==> src/rtl/sb_pkg.sv <==
// Shared types and constants for the register scoreboard.
// A latency of all-ones means the producer is only known complete at writeback.
package sb_pkg;

    localparam int ADDR_W_DEF = 5;
    localparam int LAT_W_DEF  = 3;
    localparam int TAG_W_DEF  = 3;

    localparam logic [LAT_W_DEF-1:0] LAT_UNKNOWN = '1;
    localparam logic [LAT_W_DEF-1:0] LAT_ALU     = 3'd0;
    localparam logic [LAT_W_DEF-1:0] LAT_LOAD    = 3'd1;
    localparam logic [LAT_W_DEF-1:0] LAT_MUL     = 3'd2;

    typedef struct packed {
        logic                 busy;
        logic [TAG_W_DEF-1:0] tag;
        logic [LAT_W_DEF-1:0] cnt;
    } entry_t;

endpackage

==> src/rtl/sb_entry.sv <==
// One scoreboard entry: records the newest in-flight producer of a register
// and counts down until its result becomes forwardable.
module sb_entry
    import sb_pkg::*;
#(
    parameter int TAG_W = TAG_W_DEF,
    parameter int LAT_W = LAT_W_DEF
) (
    input  logic             clk,
    input  logic             resetn,
    input  logic             flush,
    input  logic             set_en,
    input  logic [TAG_W-1:0] set_tag,
    input  logic [LAT_W-1:0] set_lat,
    input  logic             wb_sel,
    input  logic [TAG_W-1:0] wb_tag,
    output logic             busy,
    output logic [TAG_W-1:0] tag,
    output logic [LAT_W-1:0] cnt
);

    localparam logic [LAT_W-1:0] LAT_UNK = '1;

    // A new issue always takes ownership, so a same-cycle writeback of the
    // previous producer cannot clear the freshly set entry.
    always_ff @(posedge clk) begin
        if (!resetn || flush) begin
            busy <= 1'b0;
            tag  <= '0;
            cnt  <= '0;
        end else if (set_en) begin
            busy <= 1'b1;
            tag  <= set_tag;
            cnt  <= set_lat;
        end else begin
            if (wb_sel && busy && (wb_tag == tag)) begin
                busy <= 1'b0;
            end
            if (busy && (cnt != '0) && (cnt != LAT_UNK)) begin
                cnt <= cnt - 1'b1;
            end
        end
    end

endmodule

==> src/rtl/reg_scoreboard.sv <==
// Decode-stage register scoreboard: per-register pending-write tracking with
// per-operand stall/forward decisions and a wrapping producer tag counter.
module reg_scoreboard
    import sb_pkg::*;
#(
    parameter int ADDR_W   = ADDR_W_DEF,
    parameter int RD_PORTS = 2,
    parameter int LAT_W    = LAT_W_DEF,
    parameter int TAG_W    = TAG_W_DEF
) (
    input  logic                       clk,
    input  logic                       resetn,
    input  logic                       flush,
    input  logic                       issue_valid,
    input  logic                       issue_we,
    input  logic [ADDR_W-1:0]          issue_waddr,
    input  logic [LAT_W-1:0]           issue_lat,
    output logic [TAG_W-1:0]           issue_tag,
    input  logic                       wb_valid,
    input  logic [ADDR_W-1:0]          wb_waddr,
    input  logic [TAG_W-1:0]           wb_tag,
    input  logic [RD_PORTS-1:0]        src_valid,
    input  logic [RD_PORTS*ADDR_W-1:0] src_addr,
    output logic [RD_PORTS-1:0]        src_busy,
    output logic [RD_PORTS-1:0]        src_ready,
    output logic                       stall,
    output logic [(1<<ADDR_W)-1:0]     busy_vec
);

    localparam int NREG = 1 << ADDR_W;

    logic [TAG_W-1:0] seq;
    logic [TAG_W-1:0] tag_arr [NREG];
    logic [LAT_W-1:0] cnt_arr [NREG];
    logic             issue_wr;

    assign issue_wr  = issue_valid && issue_we;
    assign issue_tag = seq;

    always_ff @(posedge clk) begin
        if (!resetn || flush) begin
            seq <= '0;
        end else if (issue_valid) begin
            seq <= seq + 1'b1;
        end
    end

    // Register 0 is hardwired zero and can never have a pending write.
    assign busy_vec[0] = 1'b0;
    assign tag_arr[0]  = '0;
    assign cnt_arr[0]  = '0;

    for (genvar i = 1; i < NREG; i++) begin : g_entry
        localparam logic [ADDR_W-1:0] IDX = ADDR_W'(i);

        sb_entry #(
            .TAG_W (TAG_W),
            .LAT_W (LAT_W)
        ) u_entry (
            .clk     (clk),
            .resetn  (resetn),
            .flush   (flush),
            .set_en  (issue_wr && (issue_waddr == IDX)),
            .set_tag (seq),
            .set_lat (issue_lat),
            .wb_sel  (wb_valid && (wb_waddr == IDX)),
            .wb_tag  (wb_tag),
            .busy    (busy_vec[i]),
            .tag     (tag_arr[i]),
            .cnt     (cnt_arr[i])
        );
    end

    // An operand is obtainable when idle, when its countdown has expired, or
    // when its owning producer is writing back this very cycle.
    logic [ADDR_W-1:0] addr;

    always_comb begin
        src_busy  = '0;
        src_ready = '0;
        stall     = 1'b0;
        addr      = '0;
        for (int p = 0; p < RD_PORTS; p++) begin
            addr         = src_addr[p*ADDR_W +: ADDR_W];
            src_busy[p]  = busy_vec[addr];
            src_ready[p] = !busy_vec[addr] || (cnt_arr[addr] == '0) ||
                           (wb_valid && (wb_waddr == addr) && (wb_tag == tag_arr[addr]));
            if (src_valid[p] && !src_ready[p]) begin
                stall = 1'b1;
            end
        end
    end

endmodule

==> config.mk <==
export PLATFORM = sky130hd
export DESIGN_NAME = reg_scoreboard
export DESIGN_NICKNAME = d
export VERILOG_FILES = /design/src/rtl/sb_pkg.sv /design/src/rtl/sb_entry.sv /design/src/rtl/reg_scoreboard.sv
export SDC_FILE = /design/constraint.sdc
export NUM_CORES = 1
export LEC_CHECK = 0
export ABC_AREA = 1
export CAP_MARGIN = 15
export CORE_MARGIN = 1.5
export CORE_UTILIZATION = 58
export CTS_BUF_LIST = sky130_fd_sc_hd__clkbuf_2
export DETAILED_ROUTE_END_ITERATION = 6
export PLACE_DENSITY = 0.86
export SLEW_MARGIN = 20
export SYNTH_ARGS = -nofsm -noshare
export SYNTH_HDL_FRONTEND = slang
export SYNTH_SLANG_ARGS = --single-unit
==> constraint.sdc <==
create_clock -name clk -period 4 [get_ports clk]
set_clock_uncertainty 0.15 [all_clocks]
set_input_delay 0.4 -clock clk [delete_from_list [all_inputs] [get_ports clk]]
set_output_delay 0.4 -clock clk [all_outputs]
set_load 0.005 [all_outputs]
==> results.cfg <==
[hold_path]
min_from = resetn
min_path_cells = 5
hold_end = g_entry[21].u_entry.cnt[1]$_SDFFE_PP0P_
min_path_type = input pin to flip-flop

[setup_path]
cp_cell_sequence = nor2_1 > a21oi_1 > o21ai_1 > nand2_1 > nand3_1 > o21ai_1 > nand2_1 > a21oi_1 > nand3_1 > nand2_1 > clkdlybuf4s50_1
r2r-end = g_entry[19].u_entry.busy$_SDFFE_PP0P_
arrival_ns = 3.23
crit_path_max_fanout = 5
rrSetupSlack_ns = 1.96
required_ns = 3.45
r2r-start = g_entry[19].u_entry.tag[1]$_SDFFE_PP0P_
crit_path_top_delay_cell = dfxtp_1
critical_path.top_delay_family = compound AO/OA/AOI/OAI gates
path_common_cell = nand2_1
cp_num_buf_inv = 1
r2r_cells = 6
path_class = flip-flop to output port
cp-start-kind = flip-flop
crit_path_end_kind = output port
cpPeakStageDelay_ns = 0.52

[grt]
grt_max_degree = 83
grt_usage = 0.411
grt_antenna_before_repair = 1
overflow = 0
grt_pass1_wl_microns = 90700
grt_pass1_vias = 16700

[floorplan]
ios = 74
fp-row-count = 60
die-area_sq_mm = 0.0283
start_util = 0.588
core_sq_mm = 0.0269
die_y_microns = 168
dieWidth_microns = 168

[flow_run]
drv_cap = 0

[drt]
wl_per_cell_microns = 20.8
firstDrtPassIters = 7
totalWireLength_microns = 59000
via_per_inst = 6.31
vias = 17900
drtIter0Drc = 2779
final_antenna_net_count = 0
drc_errors = 0

[clocking]
cts_root_buffer = clkbuf_2
path_clk_slew_ns = 0.10
cts_buffer_depth = 3
cts_sinks = 220
cts_setup_buffers = 0
tritoncts = built
cts-htree-levels = 2
numCtsBuffers = 60
clk_latency_ns = 0.93

[yosys]
synth_nets = 2554
async_reset_ff_frac = 0
ys_warn_count = 0
synthFlopType = dfxtp_1
ys_seq_elements = 220
seq_area_frac_synth = 0.279
synth_area_sq_mm = 0.0158
syn_inst = 2426
synth-edff-count = 0
synth_area_per_cell_sq_um = 6.52
ys_types = 39

[timing]
fin_crit_sh = 0.944
max_freq_ghz = 0.265
finalCriticalPeriod_ns = 3.78
slew_violations = 0
relSlewSlack = 0.206
hold_violations = 0
worst_pin_slew_ns = 1.18
grt_setup_unrepaired = no
finalSetupTns_ns = 0
setup_viol = 0

[cells_and_area]
final_common_cell = nand2_1
nets = 2582
fin_area_sq_mm = 0.0171
areaGrowthSynthToFinish_pct = 8.06
final_cell_mix = 490 x nand2_1, 295 x inv_1, 278 x nand3_1
drive_gt1_frac = 0.0830
nFillCells = 2559

[placed_design]
io_buffers = 72
place_area_sq_mm = 0.0165
post-dp-hpwl_microns = 41600
place_congestion = 1.04

[run_status]
status = finished clean

[pwr]
power_density_mw_per_mm2 = 266
ir_drop_v = 0.000172
p_leak_uw = 0.00732
layout make-up:
type                    count  area (sq um)  share of cell area
diodes                      1          2.50            0.000146
repair buffers            119          1120              0.0656
clock buffers              89           445              0.0261
flip-flops and latches    220          4410               0.258
well taps                 341           427              0.0250
clock inverters            14          81.3             0.00476
inverters                 323          1210              0.0709
multi-input cells        1730          9390               0.550
worst max-delay path by stage:
stage / from / endpoint / cells past startpoint
detailed placement: src_addr[8] / stall / 11
finish: g_entry[14].u_entry.busy$_SDFFE_PP0P_ / stall / 11
floorplan: src_addr[0] / stall / 12
global placement: src_addr[5] / stall / 16
global route: g_entry[25].u_entry.busy$_SDFFE_PP0P_ / stall / 11
CTS: g_entry[8].u_entry.busy$_SDFFE_PP0P_ / stall / 11
routing by layer:
layer	wire [microns]	track usage	part of all wire	vias up
li1	-	-	-	8175
met1	22700	0.541	0.38	8106
met2	24200	0.610	0.41	1340
met3	8700	0.107	0.15	269
met4	3480	0.239	0.059	0
met5	0	0	0	-
sequential cells by signal, indices dropped and copies added (netlist names):
signal / cells
g_entry.u_entry.cnt: 93
g_entry.u_entry.tag: 93
g_entry.u_entry.busy: 31
issue_tag: 3
Yosys cell counts, types with 42 or more instances:
cell type,n,share of area
nor2_1,106,0.025
dfxtp_1,220,0.28
nand2_1,490,0.12
ha_1,94,0.074
o22ai_1,43,0.017
xor2_1,47,0.026
buf_4,42,0.020
nand3_1,278,0.088
clkbuf_1,70,0.017
a21oi_1,211,0.067
o21ai_0,199,0.063
inv_1,295,0.070
worst register-to-register path, delay by kind of cell, from the launching register on:
family | cells | cell delay [ns]
compound gates | 3 | 1.00
simple gates | 2 | 0.37
flops | 1 | 0.33
buf+inv | 1 | 0.08
power by group:
part	leakage (uW)	internal, uW	switching, uW
clock network	0.000412	653	1000
logic	0.00514	206	477
registers	0.00177	2200	10.1
total	0.00732	3050	1490
cell families (layout without fill, tap and decap cells):
| logic type | after synthesis | in the layout | synth area share |
|---|---|---|---|
| adders and majority gates | 94 | 94 | 0.0744 |
| buffers and inverters | 476 | 545 | 0.128 |
| other | 1 | 2 | 0.000237 |
| DFF | 220 | 220 | 0.279 |
| xor gates and xnor gates | 70 | 70 | 0.0388 |
| AOI/OAI and AO/OA | 585 | 585 | 0.208 |
| and+or+nand+nor | 980 | 980 | 0.273 |
stage by stage:
step / worst slack (ns) / hold WS, ns / cells / util / power (uW)
after floorplan: 1.85 / 0.316 / 2426 / - / 2670
after global placement: 0.633 / 0.343 / 2732 / 0.616 / 2900
after detailed placement: 0.633 / 0.358 / 2732 / 0.616 / 2900
after CTS: 0.267 / 0.0589 / 2836 / 0.636 / 4510
after global routing: 0.100 / 0.120 / 2837 / 0.636 / 4700
final: 0.225 / 0.101 / 2837 / 0.636 / 4550
repair_timing:
| item | 4_1_cts | 5_1_grt |
|---|---|---|
| gates resized for setup | 0 | 1 |
| setup endpoints to repair | 0 | 1 |
| hold buffers | 1 | 0 |
| hold endpoints to repair | 2 | 0 |
No activity file was read; power rests on OpenSTA's default activity.
